`config.mk`:
```
export PLATFORM = sky130hd
export DESIGN_NAME = pad_attr_sequencer
export DESIGN_NICKNAME = d
export VERILOG_FILES = /design/src/rtl/pad_attr_sequencer.sv
export SDC_FILE = /design/constraint.sdc
export NUM_CORES = 1
export LEC_CHECK = 0
export BUFFER_PORTS_ARGS = -buffer_cell sky130_fd_sc_hd__buf_4
export CAP_MARGIN = 0
export CORE_MARGIN = 3
export CORE_UTILIZATION = 51
export DETAILED_ROUTE_END_ITERATION = 16
export MAX_ROUTING_LAYER = met4
export PLACE_DENSITY = 0.82
export SLEW_MARGIN = 10
export SYNTH_ARGS = -nofsm -noshare
export SYNTH_HDL_FRONTEND = slang
export SYNTH_SLANG_ARGS = --single-unit
```
`constraint.sdc`:
```
create_clock -name clk_i -period 3.7 [get_ports clk_i]
set_clock_uncertainty 0.2 [all_clocks]
set_input_delay 0.37 -clock clk_i [delete_from_list [all_inputs] [get_ports clk_i]]
set_output_delay 0.37 -clock clk_i [all_outputs]
set_load 0.02 [all_outputs]
```
`src/rtl/pad_attr_sequencer.sv`:
```
// pad_attr_sequencer: WARL-masked pad attribute registers with a glitch-safe
// quiesce/apply/settle update sequence per write that changes a pad's value.
module pad_attr_sequencer #(
    parameter int NumPads       = 8,
    parameter int AttrW         = 16,
    parameter int QuiesceCycles = 2,
    parameter int SettleCycles  = 4,
    localparam int IdxW         = $clog2(NumPads)
) (
    input  logic                     clk_i,
    input  logic                     rst_ni,
    input  logic                     req_valid_i,
    output logic                     req_ready_o,
    input  logic                     req_we_i,
    input  logic [IdxW-1:0]          req_idx_i,
    input  logic [AttrW-1:0]         req_wdata_i,
    output logic                     rsp_valid_o,
    output logic [AttrW-1:0]         rsp_rdata_o,
    output logic                     rsp_err_o,
    input  logic [NumPads*AttrW-1:0] warl_i,
    output logic [NumPads*AttrW-1:0] attr_o,
    output logic [NumPads-1:0]       quiesce_o,
    output logic                     busy_o
);
    localparam int MaxCycles = QuiesceCycles > SettleCycles ? QuiesceCycles : SettleCycles;
    localparam int CntW      = $clog2(MaxCycles + 1);

    typedef enum logic [1:0] {IDLE, QUIESCE, APPLY, SETTLE} state_t;

    state_t                          r_state, w_state_d;
    logic [CntW-1:0]                 r_cnt, w_cnt_d;
    logic [IdxW-1:0]                 r_idx;
    logic [AttrW-1:0]                r_data;
    logic [NumPads-1:0][AttrW-1:0]   r_attr;
    logic [NumPads-1:0]              r_quiesce;
    logic                            r_rsp_valid, r_rsp_err;
    logic [AttrW-1:0]                r_rsp_rdata;
    logic [NumPads-1:0][AttrW-1:0]   w_warl;
    logic [AttrW-1:0]                w_masked;
    logic                            w_accept, w_in_range, w_seq_start, w_done;

    assign w_warl      = warl_i;
    assign req_ready_o = r_state == IDLE;
    assign busy_o      = !req_ready_o;
    assign w_accept    = req_valid_i && req_ready_o;
    assign w_in_range  = {1'b0, req_idx_i} < (IdxW + 1)'(NumPads);
    assign w_masked    = req_wdata_i & w_warl[req_idx_i];
    assign w_seq_start = w_accept && w_in_range && req_we_i && (w_masked != r_attr[req_idx_i]);

    assign attr_o      = r_attr;
    assign quiesce_o   = r_quiesce;
    assign rsp_valid_o = r_rsp_valid;
    assign rsp_err_o   = r_rsp_err;
    assign rsp_rdata_o = r_rsp_rdata;

    always_comb begin
        w_state_d = r_state;
        w_cnt_d   = r_cnt;
        w_done    = 1'b0;
        case (r_state)
            IDLE: begin
                if (w_seq_start) begin
                    w_state_d = QUIESCE;
                    w_cnt_d   = CntW'(QuiesceCycles - 1);
                end
            end
            QUIESCE: begin
                if (r_cnt == '0) w_state_d = APPLY;
                else             w_cnt_d   = r_cnt - 1'b1;
            end
            APPLY: begin
                if (SettleCycles == 0) begin
                    w_state_d = IDLE;
                    w_done    = 1'b1;
                end else begin
                    w_state_d = SETTLE;
                    w_cnt_d   = CntW'(SettleCycles - 1);
                end
            end
            default: begin
                if (r_cnt == '0) begin
                    w_state_d = IDLE;
                    w_done    = 1'b1;
                end else begin
                    w_cnt_d   = r_cnt - 1'b1;
                end
            end
        endcase
    end

    always_ff @(posedge clk_i or negedge rst_ni) begin
        if (!rst_ni) begin
            r_state     <= IDLE;
            r_cnt       <= '0;
            r_idx       <= '0;
            r_data      <= '0;
            r_attr      <= '0;
            r_quiesce   <= '0;
            r_rsp_valid <= 1'b0;
            r_rsp_err   <= 1'b0;
            r_rsp_rdata <= '0;
        end else begin
            r_state     <= w_state_d;
            r_cnt       <= w_cnt_d;
            r_rsp_valid <= (w_accept && !w_seq_start) || w_done;
            r_rsp_err   <= w_accept && !w_in_range;
            r_rsp_rdata <= (w_accept && w_in_range && !req_we_i) ? r_attr[req_idx_i] : '0;
            if (w_seq_start) begin
                r_idx              <= req_idx_i;
                r_data             <= w_masked;
                r_quiesce[req_idx_i] <= 1'b1;
            end
            if (r_state == APPLY) r_attr[r_idx] <= r_data;
            // Quiesce drops on the same edge that returns to IDLE and raises the response.
            if (w_done) r_quiesce[r_idx] <= 1'b0;
        end
    end
endmodule

```
# Word-level counts from Yosys, hierarchy flattened
# Cells that the tools add are included.
[word_totals] reg_bits=177 in_bits=151 out_inout_bits=156
[classes] add_sub_neg=1 order_cmp=4 n_eq_ne=6 n_mux=23 n_bitwise=4 reduce_logical=17
[op_table] cell="128-bit bitwise mux" n=1
[op_table] cell="16-bit binary-select mux with 3-bit select" n=2
[op_table] cell="16-bit two-way mux" n=4
[op_table] cell="16-bit demux with 3-bit select" n=1
[op_table] cell="16-bit bitwise AND" n=1
[op_table] cell="8-bit two-way mux" n=2
[op_table] cell="16-bit inequality test" n=1
[op_table] cell="8-bit bitwise AND" n=1
[op_table] cell="3-bit by 4-bit < comparator with 1-bit output, second input constant" n=2
[op_table] cell="8-bit inverter" n=1
[op_table] cell="8-bit bitwise OR" n=1
[op_table] cell="1-bit logical AND" n=7
[op_table] cell="1-bit demux with 3-bit select" n=2
[op_table] cell="3-bit by 1-bit greater-or-equal comparator with 1-bit output, second input constant" n=2
[op_table] cell="2-bit two-way mux" n=3
[op_table] cell="3-bit two-way mux" n=2
[op_table] cell="2-bit one-hot mux with 3 select lines" n=1
[op_table] cell="3-bit one-hot mux with 2 select lines" n=1
[op_table] cell="1-bit two-way mux" n=4
[op_table] cell="1-bit zero test" n=3
[op_table] cell="3-bit zero test" n=1
[op_table] cell="3-bit by 2-bit inequality test with 1-bit output, second input constant" n=1
[op_table] cell="3-bit AND reduction" n=1
[op_table] cell="3-bit nonzero test" n=1
[op_table] cell="9 further kinds" n=9

# Longest topological paths before layout
[depth] word_depth=8 depth_mapped=13

# Worst setup path before layout
# Ideal clock, no wire load.
[synth_path] path_type="input to register" start="input port req_idx_i[1]" end="register r_idx[1]" setup_time_ps=128 arrival_time_ps=2724 t_required_ps=3372 path_slack_ps=648 path_stages=11 path_buffers=3 cell_sequence="buf_6 buf_6 mux4_2 mux2_2 nand2_1 xnor2_1 nand4_1 nor4_4 nand2b_1 buf_6 mux2_1"
[synth_via] elab_chain_cells=5 word_cells_on_any_way=7
[synth_lines] element="start: declaration" line="15" rtl="input logic [IdxW-1:0] req_idx_i,"
[synth_lines] element="16-bit binary-select mux with 3-bit select" line="47" rtl="assign w_masked = req_wdata_i & w_warl[req_idx_i];"
[synth_lines] element="16-bit two-way mux (implied by the code)" line="47"
[synth_lines] element="16-bit bitwise AND" line="47"
[synth_lines] element="16-bit inequality test" line="48" rtl="assign w_seq_start = w_accept && w_in_range && req_we_i && (w_masked != r_attr[req_idx_i]);"
[synth_lines] element="1-bit logical AND" line="48"
[synth_lines] element="end signal: assignment" line="109" rtl="r_idx <= req_idx_i;"
[synth_lines] element="end: declaration" line="32" rtl="logic [IdxW-1:0] r_idx;"
# Several ways; a longest one is shown, not always the timed one. The select of a mux whose other input is x is not followed.
# A chain may end at the register's enable or synchronous reset.

# Final worst setup path
# Same ends and word-level chain as after synthesis.

==> impl_metrics.ini <==
[clock_tree]
clk_latency_ns = 0.43
cts-root-buf = clkbuf_16
clk_pin_slew_ns = 0.06
cts_tree = built
cts.sinks = 177
post_cts_buffers = 0
clockBufferDepth = 2
htreeDepth = 4
numCtsBuffers = 17

[setup_path]
endpoint_kind = flip-flop
r2r_cells = 7
worstSetupPathType = in -> reg
rrSetupSlack_ns = 0.75
reg2reg_to = r_idx[1]
required_ns = 3.81
worstPathMaxFanout = 24
worstPathArrival_ns = 3.23
r2r_start = attr_o[83]
cp-start-kind = input pin

[synthesis]
syn_inst = 687
synth_edf_count = 0
ys_seq_elements = 177
ys_seq_area_frac = 0.487
syn-cell-area_um2 = 9090
synth-main-ff-cell = dfrtp_1
yosysMostFrequentCell = dfrtp_1
synth.distinct_cells = 48
yosys-top-cells-area = dfrtp_1 (49%), mux2_2 (17%), mux4_2 (8.9%)
yosys.area.top_type_share = 0.487
synth.largest_area_cell = dfrtp_1
synth_fp_nets = 844
yosys_warnings = 0
synthArstFlopShare = 1.00
avgSynthCellArea_um2 = 13.2
synth_common_cells = dfrtp_1 (177), mux2_2 (134), mux2i_1 (66), mux4_2 (36), nand2_1 (31)

[routing]
wl_mm = 29.6
dr.pass1.iters = 5
wl_per_cell_um = 24.1
postRouteAntennaNets = 0
remaining_drc_errors = 0
vias = 7311
drt_iter0_drc = 698
avgViaCountPerCell = 5.94

[global_route]
grt_usage = 0.311
grt_pass1_wl_mm = 45.0
grt_max_degree = 88
grt_pass1_vias = 7493
overflow = 0
antenna_found_initial = 2

[timing]
finalCriticalPeriod_ns = 3.12
rsz0062_at_grt = no
finalSetupViolations = 0
finalCritPeriodShare = 0.844
finalSetupTns_ns = 0
slew_headroom = 0.470
setup_slack_ns = 0.579
tightest_slew_ns = 0.792
slew_violations = 0
finalHoldViolations = 0
fmax_mhz = 320

[floorplan]
core_um2 = 17400
initial_utilization = 0.524
dieArea_um2 = 19500
fp-row-count = 48
num_io_pins = 307
fp.dieH_um = 139
die_w_um = 139

[cells_and_area]
nets = 1148
area.growth.synth_to_final_pct = 33.9
drive_gt1_frac = 0.537

[run_status]
run_status = finished, final reports clean

[pwr]
p_total_mw = 8.52
powerDensity_nw_per_um2 = 700
ir_drop_mv = 0.427
p_leak_nw = 6.08

[placed_design]
gp_congestion = 0.960
hpwl_mm = 22.1
pre_cts_slack_ns = 0.152
io_buffers = 305

[job]
maxCapViolations = 0

[worst_hold_path]
min_from = req_valid_i
hp-class = in -> reg
worstHoldEndpoint = rsp_valid_o
min_path_cells = 2
-- registers in the layout, summed over array words and instances, names as in the netlist --
register and count:
attr_o 128, quiesce_o 8, r_cnt 3, r_data 16, r_idx 3, r_state 2
rsp_rdata_o 16, rsp_valid_o 1
-- cell type report --
type | instances | area [um2]
Multi-Input combinational cell | 455 | 4310
Clock inverter | 11 | 131
Antenna cell | 2 | 5.00
Inverter | 6 | 22.5
Timing Repair Buffer | 334 | 2550
Tap cell | 225 | 282
Clock buffer | 21 | 440
Fill cell | 1238 | 5180
Sequential cell | 177 | 4430
-- per-layer routing --
metal / vias to the layer above / GRT usage / routed length [um]
met2: 370 / 0.484 / 14500
met1: 3716 / 0.411 / 11700
met5: - / - / 0
met4: 0 / 0.111 / 927
met3: 55 / 0.0612 / 2490
li1: 3170 / - / -
-- layout by cell type (no fill, tap or decap), types with 3 or more instances in the layout --
cell type / synthesis / routed
mux2_2: 134 / 134
a22oi_1: 12 / 12
clkinv_4: 0 / 3
nand2_1: 31 / 31
inv_1: 6 / 6
clkbuf_1: 21 / 4
xnor2_1: 16 / 16
ha_1: 6 / 6
mux4_2: 36 / 36
nand4_1: 6 / 6
clkinvlp_4: 0 / 3
buf_4: 3 / 329
clkbuf_16: 0 / 17
o21ai_0: 24 / 24
mux2i_1: 66 / 66
o21ai_1: 27 / 27
dfrtp_1: 177 / 177
nor2_1: 22 / 21
nand3_1: 13 / 13
o22ai_1: 16 / 16
nor4_1: 5 / 5
nand2b_1: 6 / 6
nor2b_1: 4 / 4
buf_12: 1 / 3
-- worst max path at each step --
stage	from	end	cells past startpoint
after global placement	req_idx_i[1]	r_idx[1]	10
final	req_idx_i[1]	r_idx[1]	10
after global routing	req_idx_i[1]	r_data[5]	11
after CTS	req_idx_i[1]	r_idx[1]	10
after detailed placement	req_idx_i[1]	r_idx[1]	10
after floorplan	req_idx_i[1]	r_idx[1]	11
-- cells by family (layout without fill, tap and decap cells) --
group	Yosys count	after routing	share of synthesized area
adder cells (fa/ha/maj)	6	6	0.00826
flip-flops	177	177	0.487
buffers and inverters	55	372	0.0403
XOR/XNOR	16	16	0.0154
multiplexers	239	239	0.332
AND/OR/NAND/NOR	102	102	0.0556
other	1	3	0.000413
AO/OA/AOI/OAI	91	91	0.0602
-- critical path: stages --
cell and delay, ns:
buf_4 0.25, buf_4 0.26, nor2_1 0.55, a22oi_1 0.23, nand2_1 0.15, xnor2_1 0.13, nand4_1 0.18, nor4_4 0.32
nand2b_1 0.40, mux2_1 0.36
-- metrics by stage --
stage,util,std cells,area (um2),hold WS (ns)
after floorplan,-,687,9090,-0.126
after global placement,0.667,1196,11600,0.133
after detailed placement,0.667,1196,11600,0.136
after CTS,0.701,1229,12200,0.0261
after global routing,0.701,1231,12200,0.0453
final,0.701,1231,12200,0.0444
-- what timing repair did --
item                      4_1_cts  5_1_grt
hold buffers                    1        0
gates resized for setup         0        0
hold endpoints to repair       47        0
-- power breakdown --
part	switching [mW]	total, mW	internal (mW)
combinational	1.80	3.47	1.68
sequential	0.716	3.28	2.57
clock	0.763	1.76	1.00
total	3.27	8.52	5.25
Note: power is estimated with default switching activity, not from simulation.
